===== src/rtl/dma_read_sequencer.sv =====
// dma_read_sequencer: turns a (src_addr, len_bytes) request into fixed-length INCR bursts
// on a packed AR channel with bounded outstanding bursts. Optional macro: DMA_READ_PERF_EN.
//
// state | meaning
// IDLE  | waiting for start; stray R beats are accepted and dropped
// ISSUE | issuing bursts, at most MAX_OUTSTANDING in flight
// DRAIN | every burst issued, waiting for the final RLAST
// DONE  | one-cycle completion pulse

module dma_read_sequencer #(
  parameter int BEAT_BYTES      = 8,
  parameter int BURST_BEATS     = 16,
  parameter int MAX_OUTSTANDING = 4
) (
  input  logic        CLK,
  input  logic        reset,
  input  logic        start,
  input  logic [31:0] src_addr,
  input  logic [31:0] len_bytes,
  output logic        busy,
  output logic        done,
  output logic        error,
  output logic [32:0] ARADDR,
  input  logic        ARADDR_ready,
  output logic [3:0]  ARLEN,
  output logic [1:0]  ARSIZE,
  output logic [1:0]  ARBURST,
  input  logic [64:0] RDATA,
  input  logic        RLAST,
  input  logic [1:0]  RRESP,
  output logic        RDATA_ready,
  output logic [64:0] data_out,
  input  logic        data_out_ready,
  output logic [31:0] perf_cycles
);

  localparam int BURST_BYTES = BEAT_BYTES * BURST_BEATS;
  localparam int BURST_SHIFT = $clog2(BURST_BYTES);
  localparam int BL_W        = 32 - BURST_SHIFT;
  localparam int OUT_W       = $clog2(MAX_OUTSTANDING + 1);
  localparam int BEAT_W      = $clog2(BURST_BEATS);
  localparam logic [BEAT_W-1:0] LAST_BEAT = BEAT_W'(BURST_BEATS - 1);

  typedef enum logic [1:0] {S_IDLE, S_ISSUE, S_DRAIN, S_DONE} state_t;

  state_t              state_q, state_d;
  logic [31:0]         next_addr_q, next_addr_d;
  logic [BL_W-1:0]     bursts_left_q, bursts_left_d;
  logic [OUT_W-1:0]    outstanding_q, outstanding_d;
  logic [BEAT_W-1:0]   beat_cnt_q, beat_cnt_d;
  logic                error_q, error_d;
  logic                ar_valid_q, ar_valid_d;
  logic [31:0]         ar_addr_q, ar_addr_d;

  logic start_ok, bad_param, busy_st, ar_hs, r_hs, r_last_hs, out_inc, out_dec;

  assign busy_st   = (state_q == S_ISSUE) || (state_q == S_DRAIN);
  assign start_ok  = (state_q == S_IDLE) && start;
  assign bad_param = (len_bytes == '0) || (len_bytes[BURST_SHIFT-1:0] != '0)
                   || (src_addr[BURST_SHIFT-1:0] != '0);
  assign ar_hs     = ar_valid_q && ARADDR_ready;
  assign r_hs      = busy_st && RDATA[64] && data_out_ready;
  assign r_last_hs = r_hs && RLAST;
  assign out_inc   = ar_hs;
  // A stray RLAST with nothing in flight must not underflow the count.
  assign out_dec   = r_last_hs && ((outstanding_q != '0) || ar_hs);

  always_ff @(posedge CLK) begin
    if (reset) state_q <= S_IDLE;
    else       state_q <= state_d;
  end

  always_comb begin
    next_addr_d   = next_addr_q;
    bursts_left_d = bursts_left_q;
    outstanding_d = outstanding_q;
    beat_cnt_d    = beat_cnt_q;
    error_d       = error_q;
    if (start_ok) begin
      error_d       = bad_param;
      beat_cnt_d    = '0;
      outstanding_d = '0;
      if (!bad_param) begin
        bursts_left_d = len_bytes[31:BURST_SHIFT];
        next_addr_d   = src_addr;
      end
    end else begin
      if (ar_hs) begin
        next_addr_d   = next_addr_q + 32'(BURST_BYTES);
        bursts_left_d = bursts_left_q - 1'b1;
      end
      if (out_inc && !out_dec)      outstanding_d = outstanding_q + 1'b1;
      else if (out_dec && !out_inc) outstanding_d = outstanding_q - 1'b1;
      if (r_hs) begin
        if (RLAST) begin
          if (beat_cnt_q != LAST_BEAT) error_d = 1'b1;
          beat_cnt_d = '0;
        end else begin
          if (beat_cnt_q == LAST_BEAT) error_d = 1'b1;
          beat_cnt_d = beat_cnt_q + 1'b1;
        end
        if (RRESP != 2'b00) error_d = 1'b1;
      end
    end
  end

  // The AR slot reloads from next_addr as soon as it is empty or being accepted.
  always_comb begin
    ar_valid_d = ar_valid_q;
    ar_addr_d  = ar_addr_q;
    if (!ar_valid_q || ARADDR_ready) begin
      ar_valid_d = 1'b0;
      if (((start_ok && !bad_param) || ((state_q == S_ISSUE) && (bursts_left_d != '0)))
          && (outstanding_d < OUT_W'(MAX_OUTSTANDING))) begin
        ar_valid_d = 1'b1;
        ar_addr_d  = next_addr_d;
      end
    end
  end

  always_comb begin
    state_d = state_q;
    case (state_q)
      S_IDLE:  if (start) state_d = bad_param ? S_DONE : S_ISSUE;
      S_ISSUE: if (bursts_left_d == '0) state_d = (outstanding_d == '0) ? S_DONE : S_DRAIN;
      S_DRAIN: if (outstanding_d == '0) state_d = S_DONE;
      S_DONE:  state_d = S_IDLE;
      default: state_d = S_IDLE;
    endcase
  end

  always_ff @(posedge CLK) begin
    if (reset) begin
      next_addr_q   <= '0;
      bursts_left_q <= '0;
      outstanding_q <= '0;
      beat_cnt_q    <= '0;
      error_q       <= 1'b0;
      ar_valid_q    <= 1'b0;
      ar_addr_q     <= '0;
    end else begin
      next_addr_q   <= next_addr_d;
      bursts_left_q <= bursts_left_d;
      outstanding_q <= outstanding_d;
      beat_cnt_q    <= beat_cnt_d;
      error_q       <= error_d;
      ar_valid_q    <= ar_valid_d;
      ar_addr_q     <= ar_addr_d;
    end
  end

  always_comb begin
    busy        = 1'b0;
    done        = 1'b0;
    RDATA_ready = 1'b1;
    data_out    = '0;
    case (state_q)
      S_ISSUE, S_DRAIN: begin
        busy        = 1'b1;
        RDATA_ready = data_out_ready;
        data_out    = RDATA;
      end
      S_DONE:  done = 1'b1;
      default: ;
    endcase
  end

  assign error   = error_q;
  assign ARADDR  = {ar_valid_q, ar_addr_q};
  assign ARLEN   = 4'(BURST_BEATS - 1);
  assign ARSIZE  = 2'b11;
  assign ARBURST = 2'b01;

`ifdef DMA_READ_PERF_EN
  logic [31:0] perf_q, perf_d;

  always_comb begin
    perf_d = perf_q;
    if (start_ok)                      perf_d = '0;
    else if (busy_st && (perf_q != '1)) perf_d = perf_q + 32'd1;
  end

  always_ff @(posedge CLK) begin
    if (reset) perf_q <= '0;
    else       perf_q <= perf_d;
  end

  assign perf_cycles = perf_q;
`else
  assign perf_cycles = '0;
`endif

endmodule


===== config.mk =====
export PLATFORM = sky130hd
export DESIGN_NAME = dma_read_sequencer
export DESIGN_NICKNAME = d
export VERILOG_FILES = /design/src/rtl/dma_read_sequencer.sv
export SDC_FILE = /design/constraint.sdc
export NUM_CORES = 1
export LEC_CHECK = 0
export BUFFER_PORTS_ARGS = -buffer_cell sky130_fd_sc_hd__clkbuf_2
export CORE_AREA = 5 5 150 109
export CTS_BUF_LIST = sky130_fd_sc_hd__clkbuf_4 sky130_fd_sc_hd__clkbuf_8 sky130_fd_sc_hd__clkbuf_16
export CTS_CLUSTER_DIAMETER = 120
export DETAILED_ROUTE_END_ITERATION = 10
export DIE_AREA = 0 0 155 114
export PLACE_DENSITY_LB_ADDON = 0.1
export SLEW_MARGIN = 15
export SYNTH_ARGS = -nofsm -noshare
export SYNTH_HDL_FRONTEND = slang
export SYNTH_SLANG_ARGS = --single-unit

===== constraint.sdc =====
create_clock -name CLK -period 4.1 [get_ports CLK]
set_input_delay 1.23 -clock CLK [delete_from_list [all_inputs] [get_ports CLK]]
set_output_delay 1.23 -clock CLK [all_outputs]
set_load 0.02 [all_outputs]

* Yosys cells after proc, flatten, opt, wreduce, memory -nomap -nowiden
Index checks and enable logic that the tools add are counted.
Word-level totals: input bits 137, register bits 100
Operators by class: $add $sub $neg 5, reduce and logical (&&, ||, !) cells 37, mux-type cells 27, magnitude comparators 1, eq/ne operators 9
Operators by type and width (count):
- 2-to-1 mux 32 bit | 3
- 2-to-1 mux 25 bit | 3
- 2-to-1 mux 65 bit | 1
- adder 32 x 8 -> 32 bit, second input constant | 1
- logical NOT 32 bit | 1
- logical NOT 25 bit | 1
- nonzero test 25 bit | 1
- subtractor 25 x 1 -> 25 bit, second input constant | 1
- nonzero test 7 bit | 2
- logical AND 1 bit | 11
- 2-to-1 mux 1 bit | 11
- 2-to-1 mux 3 bit | 3
- 2-to-1 mux 2 bit | 4
- case mux 2 bit (4 select lines) | 1
- logical OR 1 bit | 6
- AND reduction 3 bit | 2
- adder 4 x 1 -> 4 bit, second input constant | 1
- equality test 2 bit, second input constant | 2
- equality test 4 bit, second input constant | 1
- logical NOT 1 bit | 4
- 2-to-1 mux 4 bit | 1
- inequality test 2 x 1 -> 1 bit, second input constant | 2
- inequality test 4 x 1 -> 1 bit, second input constant | 1
- inequality test 4 bit, second input constant | 1
- other kinds (12) | 14

* Longest topological paths before layout
depth after elaboration 14, mapped depth 15, gate-level depth less buffers 12

* Worst setup path after synthesis
Ideal clock, no wire load.
kind input -> register, start point input ARADDR_ready, end point register ar_addr_q[10], setup time 121 ps, slack -7 ps, arrival time 3986 ps, required time 3979 ps, cell stages on the path 12, cell sequence clkbuf_1 > nand4bb_1 > or3_1 > clkbuf_1 > nor3_1 > a211oi_1 > or4_1 > nor4_2 > nand2_1 > a22o_4 > buf_6 > mux2_4
On the way: cells in the longest elaborated chain, start to end 10
RTL lines:
- from (decl) | line 24 | input logic ARADDR_ready,
- logical AND 1 bit | line 61 | assign ar_hs = ar_valid_q && ARADDR_ready;
- logical OR 1 bit | line 66 | assign out_dec = r_last_hs && ((outstanding_q != '0) || ar_hs);
- logical AND 1 bit | line 66
- logical AND 1 bit or logical NOT 1 bit (tied branches) | line 93, 92
- 2-to-1 mux 3 bit or logical AND 1 bit (tied branches) | line 93, 92
- 2-to-1 mux 3 bit | line 92 | if (out_inc && !out_dec) outstanding_d = outstanding_q + 1'b1;
- 2-to-1 mux 3 bit | line 79 | if (start_ok) begin
- < comparator 3 bit | line 114 | && (outstanding_d < OUT_W'(MAX_OUTSTANDING))) begin
- logical AND 1 bit | line 114
- AND reduction 2 bit (no source line)
- to (signal assigned) | line 148 | ar_addr_q <= ar_addr_d;
- to (decl) | line 53 | logic [31:0] ar_addr_q, ar_addr_d;
Parallel ways exist; a longest one is shown, timed or not. A chain may end at the register's enable or synchronous reset.

* Worst setup path in the final report
start point input len_bytes[4], end point register ar_addr_q[10]
On the way: cells in the longest elaborated chain, start to end 10
RTL lines:
- from (decl) | line 19 | input logic [31:0] len_bytes,
- logical NOT 32 bit or nonzero test 7 bit (tied branches) | line 59 | assign bad_param = (len_bytes == '0) || (len_bytes[BURST_SHIFT-1:0] != '0)
- logical OR 1 bit (*) | line 59
- logical OR 1 bit (*) | line 60 | || (src_addr[BURST_SHIFT-1:0] != '0);
- 2-to-1 mux 25 bit | line 83 | if (!bad_param) begin
- 2-to-1 mux 25 bit | line 79
- nonzero test 25 bit | line 113 | if (((start_ok && !bad_param) || ((state_q == S_ISSUE) && (bursts_left_d != '0)))
- logical AND 1 bit | line 113
- logical OR 1 bit | line 113
- logical AND 1 bit | line 114
- AND reduction 2 bit (no source line)
Mark *: on every way between the ends. The rest lies on a longest branch, timed or not.

==> results.toml <==
[timing]
tightest_slew_ns = 0.737
slew_viol_final = 0
fin_ws_ns = 0.134
setup_viol = 0
clock_skew_ns = 0.00725
report.final.hold_viol_count = 0
fmax_mhz = 252
relSlewSlack = 0.504
fin_crit_sh = 0.967
timing.final.crit_period_ns = 3.97

[cts]
clock_latency_ns = 0.35
clock_sinks = 100
cts_made_buffers = 9
cts_root_buf = "clkbuf_16"
holdBufCountCts = 0
clkTransAtPathRegs_ns = 0.07
htree_levels = 3
cts_tree = "done"
max-clock-path-buffers = 2

[floorplan]
core-area_sq_um = 15000
io_pins = 279
dieHeight_microns = 114
dieWidth_microns = 155
num_rows = 38
die-area_sq_um = 17700
initial_utilization = 0.412

[global_routing]
use_met1 = 0.345
grt-ovfl-total = 0
grtUsageMet3 = 0.0485
grt_max_degree = 69
gr-usage-met2 = 0.337
antenna_found_initial = 0
grt_busiest_layer = "met1"
grt_pass1_wl_microns = 32800
globalRouteTotalUtil = 0.227
first_global_vias = 6189

[power]
p_leak_nw = 4.00
pwr_density_cell_nw_per_um2 = 548
ir_worst_vdd_v = 0.000347

[finish]
nets = 1214
drive_above_1_share = 0.398
diodes = 0
fin_area_sq_um = 8550
final_common_cell = "clkbuf_2"
final_cells = 1271
synthToLayoutAreaGrowth_pct = 38.5
final_cell_mix = "clkbuf_2, dfxtp_1, buf_4"

[yosys]
synth_ff_type = "dfxtp_1"
synth-async-reset-ratio = 0
ys_seq_elements = 100
avgSynthCellArea_sq_um = 8.14
yosys_warnings = 0
syn-cell-area_sq_um = 6170
ys_seq_area_frac = 0.324
synth_edf_count = 0
synth_cell_types = 68
synthCells = 758

[worst_setup_path]
crit_path_end_kind = "flop"
worstPathRequired_ns = 4.34
crit_arrival_ns = 4.21
cp_max_fo = 6
start_kind = "primary input"
path_class = "in -> reg"
worst-r2r-setup-slack_ns = 0.36

[placement]
port_buffers = 238
dpl-instance-area_sq_um = 8040
place_congestion = 0.940
placed_cells = 1252
place_ws_ns = -0.419
hpwl_microns = 16200

[status]
status = "finished, final reports clean"

[route]
num_vias = 6563
antenna_left = 0
viasPerCell = 5.16
drt_first_pass_iters = 5
route.detailed.drc = 0
drt-initial-drc-count = 413
drt-total-wl_microns = 21200
routedWlPerCell_microns = 16.7

[job]
maxCapViolCount = 0

[worst_hold_path]
hold_path.class = "reg -> reg"
==> repair_timing <==
action	CTS	global route
cloned	1	2
endpoints found under the hold margin	0	0
setup endpoints to repair	26	35
gates resized for setup	3	28
setup buffers	0	0
pin swaps	1	7
==> synthesized netlist by cell type, types with 3 or more instances <==
| cell | instances | area (sq um) |
|---|---|---|
| dfxtp_1 | 100 | 2000 |
| nor2_1 | 80 | 300 |
| and2_1 | 76 | 475 |
| a21oi_1 | 41 | 205 |
| buf_4 | 41 | 308 |
| clkbuf_1 | 35 | 131 |
| nand2_1 | 35 | 131 |
| nor2b_1 | 35 | 219 |
| o21ai_0 | 31 | 155 |
| nor3_1 | 28 | 140 |
| nand3_1 | 25 | 125 |
| mux2_4 | 22 | 330 |
| nor4_1 | 21 | 131 |
| and3_1 | 14 | 87.6 |
| ha_1 | 11 | 138 |
| nand2b_1 | 11 | 68.8 |
| inv_1 | 10 | 37.5 |
| nand4_1 | 10 | 62.6 |
| a211oi_1 | 9 | 67.6 |
| a31oi_1 | 9 | 56.3 |
| o221a_2 | 9 | 101 |
| o2bb2ai_1 | 9 | 78.8 |
| a211o_1 | 8 | 70.1 |
| or3_1 | 8 | 50.1 |
| and4_1 | 5 | 43.8 |
| mux2_2 | 4 | 45.0 |
| or2_2 | 4 | 25.0 |
| or4_1 | 4 | 30.0 |
| a22oi_1 | 3 | 22.5 |
| buf_6 | 3 | 33.8 |
| o211ai_1 | 3 | 22.5 |
| xor2_1 | 3 | 26.3 |
==> state kept, by name (all words and copies together) (netlist names) <==
name           count
ar_valid_q         1
ar_addr_q         32
state_q            2
beat_cnt_q         4
bursts_left_q     25
next_addr_q       32
error              1
outstanding_q      3
==> path summary, 6_finish.rpt <==
kind / startpoint / endpoint / cells past startpoint
max: len_bytes[4] / ar_addr_q[10] / 14
max reg2reg: state_q[0] / ar_addr_q[10] / 12
min reg2reg: next_addr_q[0] / ar_addr_q[0] / 1
min: next_addr_q[0] / ar_addr_q[0] / 1
==> cells by family after synthesis <==
| kind of cell | after synthesis | share of synthesized area |
|---|---|---|
| XOR/XNOR | 5 | 0.00709 |
| AND/OR/NAND/NOR | 370 | 0.331 |
| multiplexers | 29 | 0.0659 |
| other | 2 | 0.00122 |
| adder cells (fa/ha/maj) | 11 | 0.0223 |
| buffers and inverters | 91 | 0.0839 |
| AO/OA/AOI/OAI | 150 | 0.165 |
| flip-flops | 100 | 0.324 |
==> through the flow <==
stage / power [mW] / utilization / hold WS, ns / setup TNS [ns]
global route: 4.98 / 0.571 / 0.463 / -0.194
CTS: 4.61 / 0.560 / 0.457 / 0
detailed placement: 3.66 / 0.537 / 0.433 / -12.92
floorplan: 2.87 / - / 0.424 / 0
finish: 4.69 / 0.571 / 0.456 / 0
global placement: 3.66 / 0.537 / 0.435 / -13.32
==> layout make-up <==
cell class	instances	area (sq um)
fill	1408	6430
multi-input combinational	608	4000
sequential	100	2000
timing repair buffer	337	1950
tap	200	250
clock buffer	11	246
clock inverter	5	67.6
inverter	10	37.5
==> critical path, cell delays in order <==
cell,delay (ns)
clkbuf_2,0.10
nor4_1,0.28
buf_4,0.17
nand4_1,0.11
buf_4,0.18
a21oi_2,0.15
buf_4,0.14
mux2_2,0.17
nand4_1,0.10
or3_4,0.37
nor4_4,0.33
nand2_2,0.18
a22o_2,0.37
mux2_4,0.32
==> where the power goes <==
part           internal, mW  switching (mW)  total [mW]  leakage, nW
Combinational          1.00            1.49        2.49         3.03
Sequential             1.14           0.150        1.29        0.814
Clock                 0.507           0.398       0.905        0.156
Total                  2.65            2.04        4.69         4.00
==> per-layer routing <==
layer	wire [microns]	up-vias
met3	1550	11
met4	110	0
met1	10600	3024
met2	8940	273
li1	-	3255
met5	0	-
Note: power is estimated with default switching activity, not from simulation.
